## config.mk

```make
export PLATFORM = sky130hd
export DESIGN_NAME = phrase_addsat_seq_flat
export DESIGN_NICKNAME = d
export VERILOG_FILES = /design/src/rtl/phrase_addsat_seq_pkg.sv /design/src/rtl/phrase_addsat_seq_if.sv /design/src/rtl/phrase_addsat_seq_add16sat.sv /design/src/rtl/phrase_addsat_seq.sv /design/src/flat_wrapper.sv
export SDC_FILE = /design/constraint.sdc
export NUM_CORES = 1
export LEC_CHECK = 0
export ABC_AREA = 0
export CORE_MARGIN = 3
export CORE_UTILIZATION = 31
export DETAILED_ROUTE_END_ITERATION = 6
export PLACE_DENSITY = 0.55
export SYNTH_ARGS = -nofsm -noshare
export SYNTH_HDL_FRONTEND = slang
export SYNTH_HIERARCHICAL = 1
export SYNTH_SLANG_ARGS = --single-unit
export TNS_END_PERCENT = 100
```

## constraint.sdc

```tcl
create_clock -name clk -period 9.25 [get_ports clk]
set_clock_uncertainty 0.1 [all_clocks]
set_input_delay 1.3875 -clock clk [delete_from_list [all_inputs] [get_ports clk]]
set_output_delay 1.3875 -clock clk [all_outputs]
set_load 0.005 [all_outputs]
```

## src/rtl/phrase_addsat_seq_pkg.sv

```systemverilog
// phrase_addsat_seq_pkg: shared lane geometry and sequencer state encoding
package phrase_addsat_seq_pkg;
  localparam int LANES = 4;
  localparam int LANEW = 16;
  localparam int PW = LANES * LANEW;
  typedef enum logic [1:0] {IDLE = 2'd0, RUN = 2'd1, DONE = 2'd2} state_t;
endpackage

```

## src/rtl/phrase_addsat_seq_if.sv

```systemverilog
// phrase_addsat_seq_if: request/result bundle for the phrase adder
//   start/ready/done handshake, a/b phrases, add controls, r/co_vec results
interface phrase_addsat_seq_if;
  import phrase_addsat_seq_pkg::*;
  logic start;
  logic [PW-1:0] a;
  logic [PW-1:0] b;
  logic cin;
  logic sat;
  logic eightbit;
  logic hicinh;
  logic chain;
  logic [LANES-1:0] lane_en;
  logic ready;
  logic done;
  logic [PW-1:0] r;
  logic [LANES-1:0] co_vec;
  modport master (
    output start, a, b, cin, sat, eightbit, hicinh, chain, lane_en,
    input ready, done, r, co_vec
  );
  modport slave (
    input start, a, b, cin, sat, eightbit, hicinh, chain, lane_en,
    output ready, done, r, co_vec
  );
endinterface

```

## src/rtl/phrase_addsat_seq_add16sat.sv

```systemverilog
// add16sat: 16-bit unsigned-plus-signed-delta adder with optional clamp
//   a, b, cin      operands (b MSB is the delta sign)
//   sat            clamp when carry out differs from the delta sign
//   eightbit       low byte clamps on its own carry; high byte adds without it
//   hicinh         blocks the carry into bits 12..15
//   r, co          sum and carry out (bit-7 carry in byte mode)
module add16sat (
  input  logic [15:0] a,
  input  logic [15:0] b,
  input  logic        cin,
  input  logic        sat,
  input  logic        eightbit,
  input  logic        hicinh,
  output logic [15:0] r,
  output logic        co
);
  logic [8:0] lo;
  logic [4:0] mid;
  logic [4:0] hi;
  logic clamp;
  assign lo = {1'b0, a[7:0]} + {1'b0, b[7:0]} + {8'd0, cin};
  assign mid = {1'b0, a[11:8]} + {1'b0, b[11:8]} + {4'd0, ~eightbit & lo[8]};
  assign hi = {1'b0, a[15:12]} + {1'b0, b[15:12]} + {4'd0, ~hicinh & mid[4]};
  assign co = eightbit ? lo[8] : hi[4];
  assign clamp = sat & (co ^ (eightbit ? b[7] : b[15]));
  assign r = !clamp ? {hi[3:0], mid[3:0], lo[7:0]} :
             eightbit ? {hi[3:0], mid[3:0], {8{co}}} : {16{co}};
endmodule

```

## src/rtl/phrase_addsat_seq.sv

```systemverilog
// phrase_addsat_seq: runs one add16sat over the four lanes of a 64-bit phrase
//   clk, resetl    clock and async active-low reset
//   bus            slave side of phrase_addsat_seq_if (start/ready/done, a/b, controls, r/co_vec)
module phrase_addsat_seq
  import phrase_addsat_seq_pkg::*;
(
  input logic clk,
  input logic resetl,
  phrase_addsat_seq_if.slave bus
);
  state_t state, state_nx;
  logic [1:0] lane;
  logic [PW-1:0] a_q, b_q, r_q;
  logic [LANES-1:0] en_q, co_q;
  logic cin_q, sat_q, eb_q, hc_q, ch_q;
  logic [LANEW-1:0] a_l, b_l, s_l;
  logic ci_l, co_l, accept;
  assign accept = (state == IDLE) && bus.start;
  assign a_l = a_q[lane*LANEW +: LANEW];
  assign b_l = b_q[lane*LANEW +: LANEW];
  // chained mode ripples the previous lane's registered carry; a masked lane left 0 there
  assign ci_l = (ch_q && lane != 2'd0) ? co_q[lane-2'd1] : cin_q;
  add16sat u_add (
    .a(a_l), .b(b_l), .cin(ci_l), .sat(sat_q), .eightbit(eb_q), .hicinh(hc_q),
    .r(s_l), .co(co_l)
  );
  always_comb begin
    state_nx = state;
    state_nx = state == IDLE ? (bus.start ? RUN : IDLE) :
               state == RUN ? (lane == 2'd3 ? DONE : RUN) : IDLE;
  end
  always_ff @(posedge clk or negedge resetl) begin
    if (!resetl) begin
      state <= IDLE;
      lane <= 2'd0;
      a_q <= '0;
      b_q <= '0;
      r_q <= '0;
      en_q <= '0;
      co_q <= '0;
      cin_q <= 1'b0;
      sat_q <= 1'b0;
      eb_q <= 1'b0;
      hc_q <= 1'b0;
      ch_q <= 1'b0;
    end else begin
      state <= state_nx;
      if (accept) begin
        a_q <= bus.a;
        b_q <= bus.b;
        cin_q <= bus.cin;
        sat_q <= bus.sat & ~bus.chain;
        eb_q <= bus.eightbit;
        hc_q <= bus.hicinh;
        ch_q <= bus.chain;
        en_q <= bus.lane_en;
        lane <= 2'd0;
      end
      if (state == RUN) begin
        r_q[lane*LANEW +: LANEW] <= en_q[lane] ? s_l : a_l;
        co_q[lane] <= en_q[lane] & co_l;
        lane <= lane + 2'd1;
      end
    end
  end
  assign bus.ready = state == IDLE;
  assign bus.done = state == DONE;
  assign bus.r = r_q;
  assign bus.co_vec = co_q;
endmodule
```

## src/flat_wrapper.sv

```systemverilog
// flat-port wrapper written by rule: the top's interface ports become plain ports
module phrase_addsat_seq_flat import phrase_addsat_seq_pkg::*;
  (clk, resetl, bus_start, bus_a, bus_b, bus_cin, bus_sat, bus_eightbit, bus_hicinh, bus_chain, bus_lane_en, bus_ready, bus_done, bus_r, bus_co_vec);
  phrase_addsat_seq_if bus_i ();
  input logic clk;
  input logic resetl;
  input wire logic [$bits(bus_i.start)-1:0] bus_start;
  input wire logic [$bits(bus_i.a)-1:0] bus_a;
  input wire logic [$bits(bus_i.b)-1:0] bus_b;
  input wire logic [$bits(bus_i.cin)-1:0] bus_cin;
  input wire logic [$bits(bus_i.sat)-1:0] bus_sat;
  input wire logic [$bits(bus_i.eightbit)-1:0] bus_eightbit;
  input wire logic [$bits(bus_i.hicinh)-1:0] bus_hicinh;
  input wire logic [$bits(bus_i.chain)-1:0] bus_chain;
  input wire logic [$bits(bus_i.lane_en)-1:0] bus_lane_en;
  output wire logic [$bits(bus_i.ready)-1:0] bus_ready;
  output wire logic [$bits(bus_i.done)-1:0] bus_done;
  output wire logic [$bits(bus_i.r)-1:0] bus_r;
  output wire logic [$bits(bus_i.co_vec)-1:0] bus_co_vec;
  assign bus_i.start = bus_start;
  assign bus_i.a = bus_a;
  assign bus_i.b = bus_b;
  assign bus_i.cin = bus_cin;
  assign bus_i.sat = bus_sat;
  assign bus_i.eightbit = bus_eightbit;
  assign bus_i.hicinh = bus_hicinh;
  assign bus_i.chain = bus_chain;
  assign bus_i.lane_en = bus_lane_en;
  assign bus_ready = bus_i.ready;
  assign bus_done = bus_i.done;
  assign bus_r = bus_i.r;
  assign bus_co_vec = bus_i.co_vec;
  phrase_addsat_seq u_core (.clk(clk), .resetl(resetl), .bus(bus_i));
endmodule
```

==> impl.org <==
** Final layout
- Share of post-route cells with drive strength above 1 :: 0.2639
- Diode count :: 0
- The finished layout holds 1279 standard cells, fillers aside.
- Once layout is complete, the utilization of the core stands at 0.4189.
- Net count reported at finish :: 1036
- From synthesis to final layout, the design area changed by 32.59%.
- In the layout the commonest cells are clkdlybuf4s50_1, dfrtp_1, mux2_2.
- Leaving out fill and tap cells, the most frequent cell in the layout is clkdlybuf4s50_1.

** Critical path
- Among all stages on the critical path, the largest delay is contributed by nor4bb_1.
- Reg2reg path depth :: 25
- Most frequent CP cell :: fa_1
- The endpoint identified for the worst register-to-register timing path is u_core/bus.r[14].
- Internal reg-to-reg setup slack :: roughly 2 ns
- Following the worst setup path forward leads to its endpoint at u_core/bus.r[14].
- Cell family with the largest share of critical-path delay :: adder cells
- Critical path start-end classification :: flop to flop
- STA classifies the critical path endpoint as a flop.
- Max stage delay on crit path :: 0.88 ns
- Highest fanout seen on the critical path :: 35
- Tracing the worst setup path back leads to its startpoint at u_core/lane[0].
- Data on the critical path is required at its endpoint by 9.51 ns.
- STA classifies the critical path startpoint as a flop.
- Data on the critical path arrives at its endpoint at approximately 7.5 ns.
- The critical path runs through a total of 25 cells.
- The startpoint identified for the worst register-to-register timing path is u_core/lane[0].
- Critical path buffers and inverters :: 4

** Floorplan
- During I/O placement, the number of pins put on the boundary was 210.
- Width of the die :: roughly 180 um
- The total area inside the core boundary comes to 30670 um^2.
- Effective utilization at floorplan :: 0.3159
- # rows :: 64
- The floorplan step defined a die boundary enclosing ~33000 um^2.
- Die height :: 182.8 um

** Global route
- Global routing finished with a remaining overflow of 0.
- In the global route stage, overall resource usage came out at 0.1526.
- Wire length of the first global-routing pass :: roughly 40000 um
- The via count of the first global-routing pass was between 6000 and 7000.
- Number of antenna violations at the first check in global routing :: 4
- Entering global routing, the biggest net connects 82 pins.

** STA
- Final setup viols :: 0
- Final cycle utilization of the critical path :: 0.7792
- Transition time at the pin with the least slew margin :: about 1.0 ns
- Minimum period implied by the final worst setup slack :: 7.208 ns
- Setup repair after global routing left no endpoint under its margin.
- Hold Vio Cnt, Final :: 0
- Setup tns final :: 0 ns
- Derived from the worst setup path, the maximum achievable clock frequency is about 0.14 GHz.
- The final-report max-slew violation count is 0.
- In this run the tightest slew margin relative to its limit is 0.3063.

** Clock tree
- CTS-repair resized insts :: 0
- Clk slew on worst S/H paths :: 0.06 ns
- Number of hold buffers added after CTS :: 0
- Counting the buffers created by CTS gives 23.
- Post CTS Setup Buffer Count :: 0
- The tree is rooted in a clkbuf_16.
- TritonCTS built the clock tree.
- H-tree depth :: 1
- Counting every sink on the clock net gives 209.
- The clock reaches the later pin of the worst-skew pair after around 0.50 ns.
- Clk buf depth :: 3

** Routing
- The first detailed-routing pass took 4 iterations.
- Vias post-DR :: a little over 6000
- In the routed design, unresolved DRC markers number 0.
- Number of DRC violations after detailed-routing iteration 0 :: just over 400
- Once detail routing completed, the nets flagged for antenna violations numbered 0.
- DR vias/cell :: roughly 4.8
- The final layout contains routed wiring with a total length of roughly 26000 um.
- Routed len/inst :: roughly 20 um

** Pwr
- Power density relative to cell area :: 431.6 nW/um^2
- Design Power :: between 0.005 and 0.006 W
- Standby leakage power :: between 5 and 6 nW
- Across the VDD grid, the largest voltage drop is ~0.00018 V.

** Yosys
- Asr flop ratio synth :: 1.000
- By area the synthesized netlist is led by dfrtp_1, mux2_2, mux4_2.
- The share of synthesized area in the top cell type comes to 0.5398.
- Flip-flop and latch count after synthesis :: 209
- Synthesized instance count :: 666
- The cell area that synthesis handed to floorplanning was roughly 9700 um^2.
- Yosys mapped a number of flops with a built-in enable equal to 0.
- Count of cell types in the netlist :: 46
- Part of the Yosys area used for sequential elements :: 0.5398
- The Yosys step of the flow raised 6 warnings.
- Main synth FF type :: dfrtp_1
- Synth Net Count :: about 830
- The biggest area contributor in the post-synthesis netlist is dfrtp_1.
- After synthesis, the mean cell area works out to between 10 and 15 um^2.

** Placement
- RePlAce Congestion :: 0.7311
- Including well taps, the total number of placed cells is between 1000 and 1500.
- DPL Wire Length :: roughly 19000 um
- Port buffer count :: between 200 and 250

** Run status
- Result of the run :: complete, no violations

** Hold path
- The tightest min-delay check is of the flop to flop type.

** Job
- The tool flagged a number of max-cap violations equal to 0.
-- layout make-up --
class                      count  area [um^2]
clock inverter                 5        50.05
tap                          396        495.5
clock buffer                  33        663.1
sequential                   209         5233
inverter                      16        60.06
fill                        2842        17820
multi-input combinational    405         4205
timing repair buffer         215         2141
-- stage by stage --
| step | area (um^2) | worst slack (ns) | hold slack, ns |
|---|---|---|---|
| final | 12850 | 2.042 | 0.3792 |
| after CTS | 12850 | 1.950 | 0.3882 |
| after detailed placement | 12130 | 1.938 | 0.3749 |
| after global routing | 12850 | 1.428 | 0.4012 |
| after floorplan | 9689 | 2.554 | 0.3714 |
| after global placement | 12130 | 2.137 | 0.3658 |
-- sequential cells by signal, indices dropped and copies added (netlist names) --
| register | flops |
|---|---|
| u_core/a_q | 64 |
| u_core/b_q | 64 |
| u_core/bus.r | 64 |
| u_core/bus.co_vec | 4 |
| u_core/en_q | 4 |
| u_core/lane | 2 |
| u_core/state | 2 |
| u_core/ch_q | 1 |
| u_core/cin_q | 1 |
| u_core/eb_q | 1 |
| u_core/hc_q | 1 |
| u_core/sat_q | 1 |
-- power breakdown --
part           total (W)  internal [W]  switching, W  leakage (nW)
combinational    0.00309       0.00152       0.00157          2.31
clock           0.000877      0.000521      0.000356         0.355
sequential       0.00158       0.00133      0.000242          2.59
total            0.00554       0.00338       0.00217          5.26
-- worst min-delay path by stage --
stage	cells past startpoint	slack (ns)	startpoint	end
floorplan	2	0.37	u_core/bus.r[48]	u_core/bus.r[48]
global placement	2	0.37	u_core/bus.r[1]	u_core/bus.r[1]
detailed placement	2	0.37	u_core/bus.r[54]	u_core/bus.r[54]
CTS	2	0.39	u_core/bus.r[54]	u_core/bus.r[54]
global route	2	0.40	u_core/bus.r[10]	u_core/bus.r[10]
finish	2	0.38	u_core/bus.r[54]	u_core/bus.r[54]
-- synth_stat cells (2+ instances only) --
master and count:
nand3b_1 2, nand2_1 41, clkbuf_1 11, a21o_1 5, buf_4 3, o21ai_1 20
buf_2 17, buf_6 2, ha_1 20, buf_1 2, mux2_2 141, mux4_1 4
a21oi_2 2, nor2b_1 4, xnor2_1 4, inv_1 16, o21ai_0 26, mux2i_1 8
fa_1 6, nand3_1 3, and2_1 3, mux4_2 30, mux2i_4 10, dfrtp_1 209
xor2_1 6, nor4bb_1 2, nor2_1 3, o21a_1 2, a21oi_1 16, o2bb2ai_1 32
-- routing by layer --
layer	share of wire	global-route usage
met5	0.0021	0
met4	0.017	0.03024
met3	0.065	0.03669
met2	0.46	0.2436
met1	0.46	0.2148
-- tightest hold or removal path, stage by stage, from the launching register on --
cell	delay, ns
dfrtp_1	0.34
nand2_1	0.05
o21ai_0	0.06
-- cell families after synthesis --
kind of cell	count (synthesis)	synth area share
flip-flops	209	0.5398
AND/OR/NAND/NOR	65	0.03500
XOR/XNOR	10	0.009039
buffers and inverters	52	0.02673
adder cells (fa/ha/maj)	26	0.03822
AO/OA/AOI/OAI	111	0.07529
multiplexers	193	0.2760
Note: power is estimated with default switching activity, not from simulation.
